--- src/rtl/uart_pkg.sv ---
// Shared UART definitions: FSM encoding, data width and default FIFO depth.
package uart_pkg;

    localparam int DATA_W        = 8;
    localparam int DEFAULT_DEPTH = 8;

    typedef enum logic [1:0] {
        ST_IDLE  = 2'd0,
        ST_START = 2'd1,
        ST_DATA  = 2'd2,
        ST_STOP  = 2'd3
    } uart_state_e;

endpackage

--- src/rtl/uart_rx_fifo_rx.sv ---
// Receive FIFO: wrap-bit pointers, array storage with a registered read port.
module fifo_rx
    import uart_pkg::*;
#(
    parameter int DEPTH = DEFAULT_DEPTH,  // power of two, at least 2
    parameter int W     = DATA_W
) (
    input  logic         clk,
    input  logic         rst,
    input  logic         push,
    input  logic [W-1:0] push_data,
    input  logic         pop,
    output logic [W-1:0] pop_data,
    output logic         full,
    output logic         empty
);

    localparam int AW = $clog2(DEPTH);

    logic [W-1:0] mem [DEPTH];
    logic [AW:0]  w_ptr_q, w_ptr_d;
    logic [AW:0]  r_ptr_q, r_ptr_d;
    logic [W-1:0] rd_data_q;
    logic         do_push;
    logic         do_pop;

    // Equal pointers mean empty; equal low bits with differing wrap bits mean full.
    assign empty = (w_ptr_q == r_ptr_q);
    assign full  = (w_ptr_q[AW] != r_ptr_q[AW]) &&
                   (w_ptr_q[AW-1:0] == r_ptr_q[AW-1:0]);

    // Full is judged before any same-cycle pop, so a pop never frees room for a push.
    assign do_push  = push && !full;
    assign do_pop   = pop && !empty;
    assign pop_data = rd_data_q;

    // Pointer advance; the extra MSB makes wrap-around seamless.
    always_comb begin
        w_ptr_d = w_ptr_q;
        r_ptr_d = r_ptr_q;
        if (do_push) begin
            w_ptr_d = w_ptr_q + 1'b1;
        end
        if (do_pop) begin
            r_ptr_d = r_ptr_q + 1'b1;
        end
    end

    // Storage write port; left without reset so it maps onto block RAM.
    always_ff @(posedge clk) begin
        if (do_push) begin
            mem[w_ptr_q[AW-1:0]] <= push_data;
        end
    end

    // Pointer registers and the registered read port (holds when not popping).
    always_ff @(posedge clk) begin
        if (rst) begin
            w_ptr_q   <= '0;
            r_ptr_q   <= '0;
            rd_data_q <= '0;
        end else begin
            w_ptr_q <= w_ptr_d;
            r_ptr_q <= r_ptr_d;
            if (do_pop) begin
                rd_data_q <= mem[r_ptr_q[AW-1:0]];
            end
        end
    end

endmodule

--- src/rtl/uart_rx.sv ---
// UART receiver: input synchronizer, mid-bit sampling FSM, sticky error flags, RX FIFO.
module uart_rx
    import uart_pkg::*;
#(
    parameter int CLKS_PER_BIT = 16,           // even, at least 4
    parameter int DEPTH        = DEFAULT_DEPTH // power of two
) (
    input  logic              clk,
    input  logic              rst,
    input  logic              rx,
    input  logic              r_en,
    input  logic              clr_err,
    output logic [DATA_W-1:0] data_out,
    output logic              f_rx,
    output logic              e_rx,
    output logic              frame_err,
    output logic              overrun
);

    localparam int CW = $clog2(CLKS_PER_BIT);
    localparam logic [CW-1:0] HALF_LAST = CW'(CLKS_PER_BIT / 2 - 1);
    localparam logic [CW-1:0] BIT_LAST  = CW'(CLKS_PER_BIT - 1);

    uart_state_e       state_q, state_d;
    logic [CW-1:0]     cnt_q, cnt_d;
    logic [2:0]        bit_idx_q, bit_idx_d;
    logic [DATA_W-1:0] shift_q, shift_d;
    logic              rx_meta_q, rx_s_q;
    logic              frame_err_q, frame_err_d;
    logic              overrun_q, overrun_d;
    logic              push;
    logic              frame_set;
    logic              overrun_set;

    // Two-flop synchronizer on the asynchronous line; resets to the idle level.
    always_ff @(posedge clk) begin
        if (rst) begin
            rx_meta_q <= 1'b1;
            rx_s_q    <= 1'b1;
        end else begin
            rx_meta_q <= rx;
            rx_s_q    <= rx_meta_q;
        end
    end

    // Next-state logic: start-bit validation at half a bit, then one sample per bit.
    always_comb begin
        state_d     = state_q;
        cnt_d       = cnt_q + 1'b1;
        bit_idx_d   = bit_idx_q;
        shift_d     = shift_q;
        push        = 1'b0;
        frame_set   = 1'b0;
        overrun_set = 1'b0;
        unique case (state_q)
            ST_IDLE: begin
                cnt_d     = '0;
                bit_idx_d = '0;
                if (!rx_s_q) begin
                    state_d = ST_START;
                end
            end
            ST_START: begin
                if (cnt_q == HALF_LAST) begin
                    cnt_d   = '0;
                    state_d = rx_s_q ? ST_IDLE : ST_DATA;
                end
            end
            ST_DATA: begin
                if (cnt_q == BIT_LAST) begin
                    cnt_d   = '0;
                    shift_d = {rx_s_q, shift_q[DATA_W-1:1]};
                    if (bit_idx_q == 3'd7) begin
                        state_d = ST_STOP;
                    end else begin
                        bit_idx_d = bit_idx_q + 1'b1;
                    end
                end
            end
            ST_STOP: begin
                if (cnt_q == BIT_LAST) begin
                    cnt_d   = '0;
                    state_d = ST_IDLE;
                    if (!rx_s_q) begin
                        frame_set = 1'b1;
                    end else if (f_rx) begin
                        overrun_set = 1'b1;
                    end else begin
                        push = 1'b1;
                    end
                end
            end
            default: begin
                state_d = ST_IDLE;
                cnt_d   = '0;
            end
        endcase
    end

    // Sticky flags: a set event in the same cycle as clr_err wins.
    always_comb begin
        frame_err_d = frame_set   || (frame_err_q && !clr_err);
        overrun_d   = overrun_set || (overrun_q   && !clr_err);
    end

    // FSM, counters, shift register and flag registers.
    always_ff @(posedge clk) begin
        if (rst) begin
            state_q     <= ST_IDLE;
            cnt_q       <= '0;
            bit_idx_q   <= '0;
            shift_q     <= '0;
            frame_err_q <= 1'b0;
            overrun_q   <= 1'b0;
        end else begin
            state_q     <= state_d;
            cnt_q       <= cnt_d;
            bit_idx_q   <= bit_idx_d;
            shift_q     <= shift_d;
            frame_err_q <= frame_err_d;
            overrun_q   <= overrun_d;
        end
    end

    assign frame_err = frame_err_q;
    assign overrun   = overrun_q;

    fifo_rx #(
        .DEPTH (DEPTH),
        .W     (DATA_W)
    ) u_fifo (
        .clk       (clk),
        .rst       (rst),
        .push      (push),
        .push_data (shift_q),
        .pop       (r_en),
        .pop_data  (data_out),
        .full      (f_rx),
        .empty     (e_rx)
    );

endmodule

--- config.mk ---
export PLATFORM = sky130hd
export DESIGN_NAME = uart_rx
export DESIGN_NICKNAME = d
export VERILOG_FILES = /design/src/rtl/uart_pkg.sv /design/src/rtl/uart_rx_fifo_rx.sv /design/src/rtl/uart_rx.sv
export SDC_FILE = /design/constraint.sdc
export NUM_CORES = 1
export LEC_CHECK = 0
export ABC_AREA = 1
export BUFFER_PORTS_ARGS = -buffer_cell sky130_fd_sc_hd__buf_2
export CAP_MARGIN = 20
export CORE_MARGIN = 2
export CORE_UTILIZATION = 38
export CTS_BUF_LIST = sky130_fd_sc_hd__clkbuf_8
export CTS_CLUSTER_SIZE = 14
export DETAILED_ROUTE_END_ITERATION = 6
export SLEW_MARGIN = 20
export SYNTH_ARGS = -nofsm -noshare
export SYNTH_HDL_FRONTEND = slang
export SYNTH_SLANG_ARGS = --single-unit
--- constraint.sdc ---
create_clock -name clk -period 2 [get_ports clk]
set_input_delay 0.4 -clock clk [delete_from_list [all_inputs] [get_ports clk]]
set_output_delay 0.4 -clock clk [all_outputs]
set_load 0.01 [all_outputs]
# Yosys cells after proc, flatten, opt, wreduce, memory -nomap -nowiden
# Memory sizes are Yosys's and may differ from the RTL's. A register that Yosys moved wholly into a read port is not among the register bits.
# Index checks and enable logic that the tools add are counted.
[word_totals]
mem_bits_rw = 64
mem_count = 1
wordCells = 72
regBits = 29
[memory_table]
columns = ["name", "words", "width", "read_ports", "rd_clocked_by_memory_dff", "write_ports", "line_no", "rtl"]
rows = [
  ["u_fifo.mem", 8, 8, 1, 1, 1, "uart_rx_fifo_rx.sv:20", "logic [W-1:0] mem [DEPTH];"],
]
[op_classes]
eq_ne = 15
add_sub_neg = 4
reduce_logical = 16
mux = 26
[ops]
columns = ["op", "count"]
rows = [
  ["two-way mux 1 bit", 13],
  ["adder 4 x 1 -> 4 bit (second input constant)", 3],
  ["two-way mux 2 bit", 6],
  ["!= test 2 bit (second input constant)", 6],
  ["case mux 4 bit (3 select lines)", 1],
  ["two-way mux 4 bit", 2],
  ["case mux 2 bit (4 select lines)", 1],
  ["two-way mux 3 bit", 2],
  ["case mux 3 bit (2 select lines)", 1],
  ["logical AND 1 bit", 5],
  ["AND reduction 5 bit", 1],
  ["== test 2 bit (second input constant)", 2],
  ["== test 4 x 3 -> 1 bit (second input constant)", 1],
  ["== test 4 bit", 1],
  ["== test 4 bit (second input constant)", 1],
  ["adder 3 x 1 -> 3 bit (second input constant)", 1],
  ["== test 3 bit", 1],
  ["== test 3 bit (second input constant)", 1],
  ["zero test 1 bit", 3],
  ["AND reduction 3 bit", 1],
  ["== test 2 x 1 -> 1 bit (second input constant)", 1],
  ["zero test 2 bit", 1],
  ["logical OR 1 bit", 2],
  ["AND reduction 2 bit", 1],
  ["other kinds (3)", 3],
]

# Logic depth before layout (Yosys ltp)
[depth]
word_depth = 9
ltp_mapped = 10
depth_no_buf = 9

# Hierarchy
# A second synthesis with hierarchy kept.
[unflattened]
cells_unflattened = 451
hier_area_um2 = 4285.4
[by_module_without_submodules]
columns = ["mod", "area_per_inst_um2", "seq_area_each_um2", "cells_each", "n_inst"]
rows = [
  ["fifo_rx", 3417.0, 2242.2, 342, 1],
  ["uart_rx", 868.3, 420.4, 109, 1],
]

# Worst setup path before layout
# No wires, ideal clock.
[synth_timing]
path_kind = "flip-flop to flip-flop"
start = "reg cnt_q[0]"
end = "mem u_fifo.mem[0][0] in the netlist's numbering, enable pin"
path_stages_with_launch = 8
setup_time_ns = 0.370
synth_period_minus_slack_ns = 1.972
setup_slack_ns = 0.028
n_path_buf = 0
t_arrival_ns = 1.601
cell_sequence = "dfxtp_1 -> ha_1 -> nand3_2 -> nor3_4 -> nand2_1 -> inv_2 -> nand2_1 -> nor2_1"
[synth_via]
elab_chain_len = 6
[synth_lines]
columns = ["element", "line_no", "rtl"]
rows = [
  ["start: declaration", "uart_rx.sv:25", "logic [CW-1:0] cnt_q, cnt_d;"],
  ["start signal: assignment", "uart_rx.sv:117", "cnt_q <= cnt_d;"],
  ["== test 4 bit", "uart_rx.sv:81", "if (cnt_q == BIT_LAST) begin"],
  ["two-way mux 1 bit", "uart_rx.sv:81", ""],
  ["two-way mux 1 bit", "uart_rx.sv:55", "unique case (state_q)"],
  ["logical AND 1 bit", "uart_rx_fifo_rx.sv:33", "assign do_push = push && !full;"],
  ["two-way mux 1 bit", "uart_rx_fifo_rx.sv:51", "if (do_push) begin"],
  ["two-way mux 1 bit (implied by the code)", "uart_rx_fifo_rx.sv:52", "mem[w_ptr_q[AW-1:0]] <= push_data;"],
  ["end: declaration", "uart_rx_fifo_rx.sv:20", ""],
]
# Every way passes these cells.

# Worst setup path after layout
[layout_timing]
start = "reg u_fifo.w_ptr_q[2]"
end = "out e_rx"
[layout_via]
elab_chain_len = 1
[layout_lines]
columns = ["element", "line_no", "rtl"]
rows = [
  ["start: declaration", "uart_rx_fifo_rx.sv:21", "logic [AW:0] w_ptr_q, w_ptr_d;"],
  ["start signal: assignment", "uart_rx_fifo_rx.sv:63", "w_ptr_q <= w_ptr_d;"],
  ["== test 4 bit", "uart_rx_fifo_rx.sv:28", "assign empty = (w_ptr_q == r_ptr_q);"],
  ["end: declaration", "uart_rx.sv:15", "output logic e_rx,"],
]
# Every way passes these cells.

==> results.sh <==
export IMPL_status="complete, no violations"
export IMPL_crit_fanout=8
export IMPL_yosys_area_share_xor_xnor_pct=1.01
export IMPL_cp_slowest_cell="dfxtp_1"
export IMPL_slew_violations=0
export IMPL_max_cap_violations=0
export IMPL_globalRouteOverflowTotal=0
export IMPL_power_density_nw_per_um2=794
export IMPL_first_iter_violations=183
export IMPL_synth_top_family_by_area="simple AND/OR/NAND/NOR gates"
export IMPL_synth_area_per_cell_um2=9.29
export IMPL_cts_tree="done"
export IMPL_antennaDiodeCount=0
export IMPL_ys_flop_type="edfxtp_1"
export IMPL_skew_ps=14.3
export IMPL_viasPerCell=4.65
export IMPL_die_w_um=111
export IMPL_synth_cells=467
export IMPL_nets=505
export IMPL_cts_sinks=101
export IMPL_grt_antenna_before_repair=0
export IMPL_irDropWorstVdd_mv=0.417
export IMPL_worst_ep_required_time_ps=1600
export IMPL_worstPathCellList="inv_2 -> nand2_1 -> nand2_1 -> nor2_2 -> nand2_4 -> inv_1 -> buf_2"
export IMPL_setup_viol=0
export IMPL_htree_num_levels=3
export IMPL_min_path_type="input pin to flip-flop"
export IMPL_placedCellCount=624
export IMPL_cts_hold_buf=0
export IMPL_synthArstFlopShare_pct=0
export IMPL_critPathCaptureType="primary output"
export IMPL_die_y_um=111
export IMPL_cp_data_arrival_time_ps=1520
export IMPL_clk_latency_ps=360
export IMPL_drive_above_1_share_pct=14.8
export IMPL_synth_edf_count=64
export IMPL_p_leak_nw=1.91
export IMPL_path_common_cell="nand2_1"
export IMPL_antenna_left=0
export IMPL_period_needed_ps=1920
export IMPL_fillerInstances=1113
export IMPL_tightest_slew_ps=686
export IMPL_worst_setup_path_start_kind="flip-flop"
export IMPL_yosys_warnings=0
export IMPL_vias=2988
export IMPL_drc=0
export IMPL_fin_cells=643
export IMPL_numPortBuffers=16
export IMPL_slowest_delay_ps=510
export IMPL_tns_ps=0
export IMPL_cts_root_buffer="clkbuf_8"
export IMPL_synth_simple_area_share_pct=23.2
export IMPL_final_cell_mix="109 x nor2_1, 103 x nand2_1, 64 x edfxtp_1, 38 x o21ai_0, 37 x inv_1"
export IMPL_p_total_mw=3.85
export IMPL_synth_nets=477
export IMPL_yosysUniqueCellTypes=32
export IMPL_wl_per_cell_um=13.4
export IMPL_routed_wirelength_um=8640
export IMPL_cp_top_family="flip-flops"
export IMPL_grt_max_degree=41
export IMPL_ys_ff_latch=101
export IMPL_final_common_cell="nor2_1"
export IMPL_cts_buffers=9
export IMPL_ys_seq_area_share_pct=61.3
export IMPL_max_freq_ghz=0.521
export IMPL_path_clk_slew_ps=90
export IMPL_finalHoldViolCount=0
export IMPL_synthAdderAreaFrac_pct=1.44
export IMPL_coreArea_um2=11300
export IMPL_gp_congestion=0.810
export IMPL_num_rows=39
export IMPL_min_period_over_period_pct=96.0
export IMPL_first_global_vias=2921
export IMPL_track_usage_pct=15.0
export IMPL_place_hpwl_um=5890
export IMPL_ioPinCount=17
export IMPL_grt_pass1_wl_um=14400
export IMPL_worstSetupPathType="flip-flop to primary output"
export IMPL_start_util_pct=38.5
export IMPL_dr_pass1_iters=5
export IMPL_syn_cell_area_um2=4340
export IMPL_area_growth_pct=11.7
export IMPL_dieArea_um2=12300
export IMPL_synth_compound_area_share_pct=7.29
export IMPL_path_buf_inv=3
export IMPL_relSlewSlack_pct=54.2
export IMPL_synthMuxAreaShare_pct=0
export IMPL_clockBufferDepth=2
metrics by stage:
step / util (%) / worst slack [ps] / cell area [um^2] / hold slack [ps]
finish: 43.0 / 79.5 / 4850 / 214
floorplan: - / 28.4 / 4340 / 389
detailed placement: 40.9 / 73.5 / 4610 / 401
CTS: 42.6 / 48.3 / 4800 / 192
global route: 43.0 / -7.06 / 4850 / 185
global placement: 40.9 / 162 / 4610 / 404
timing repair:
item | CTS | global route
buffers inserted | 0 | 3
endpoints found under the setup margin | 0 | 34
resized for setup | 0 | 8
flip-flops by register name, summed over array words and instances, names as in the netlist, 3 cells and up, named ones only:
| register | cells |
|---|---|
| bit_idx_q | 3 |
| cnt_q | 4 |
| shift_q | 8 |
| u_fifo.mem | 64 |
| u_fifo.pop_data | 8 |
| u_fifo.r_ptr_q | 4 |
| u_fifo.w_ptr_q | 4 |
routing by layer:
layer	GRT usage, %	part of all wire (%)
met1	18.7	44
met2	25.5	51
met3	4.21	4.5
met4	4.58	0.88
met5	0	0
logic make-up (layout without fill, tap and decap cells):
kind of cell             Yosys count  count (layout)
AND/OR/NAND/NOR                  241             241
flip-flops                       101             101
AO/OA/AOI/OAI                     59              59
buffers and inverters             56              89
adder cells (fa/ha/maj)            5               5
XOR/XNOR                           5               5
final cells by class:
cell class	count	area [um^2]	share of cell area, %
Clock inverter	6	53.8	1.11
Sequential cell	101	2670	55.0
Inverter	40	153	3.15
Timing Repair Buffer	33	211	4.36
Multi-Input combinational cell	310	1450	29.9
Clock buffer	10	138	2.84
Tap cell	143	179	3.69
final timing paths:
check / to / from / cells after the start / slack, ps
max: e_rx / u_fifo.w_ptr_q[2]$_SDFFE_PP0P_ / 7 / 80
min: rx_meta_q$_SDFF_PP1_ / rx / 2 / 210
max reg2reg: u_fifo.mem[2][6]$_DFFE_PP_ / cnt_q[0]$_SDFF_PP0_ / 8 / 160
min reg2reg: rx_s_q$_SDFF_PP1_ / rx_meta_q$_SDFF_PP1_ / 1 / 420
cell usage after synthesis (all sizes together) (4+ instances only):
cell type	n	share of area (%)
nor2	112	10
nand3	13	1.6
inv	40	3.5
dfxtp	37	17
edfxtp	64	44
nand2	109	10
xor2	5	1.0
o21ai	43	5.0
clkbuf	4	0.35
a21oi	14	1.9
buf	12	1.8
ha	5	1.4
report_power, final:
part / internal, mW / switching (mW) / total [mW]
clock: 0.602 / 0.649 / 1.25
sequential: 2.22 / 0.0208 / 2.24
combinational: 0.117 / 0.246 / 0.363
(Power assumes the default switching activity.)
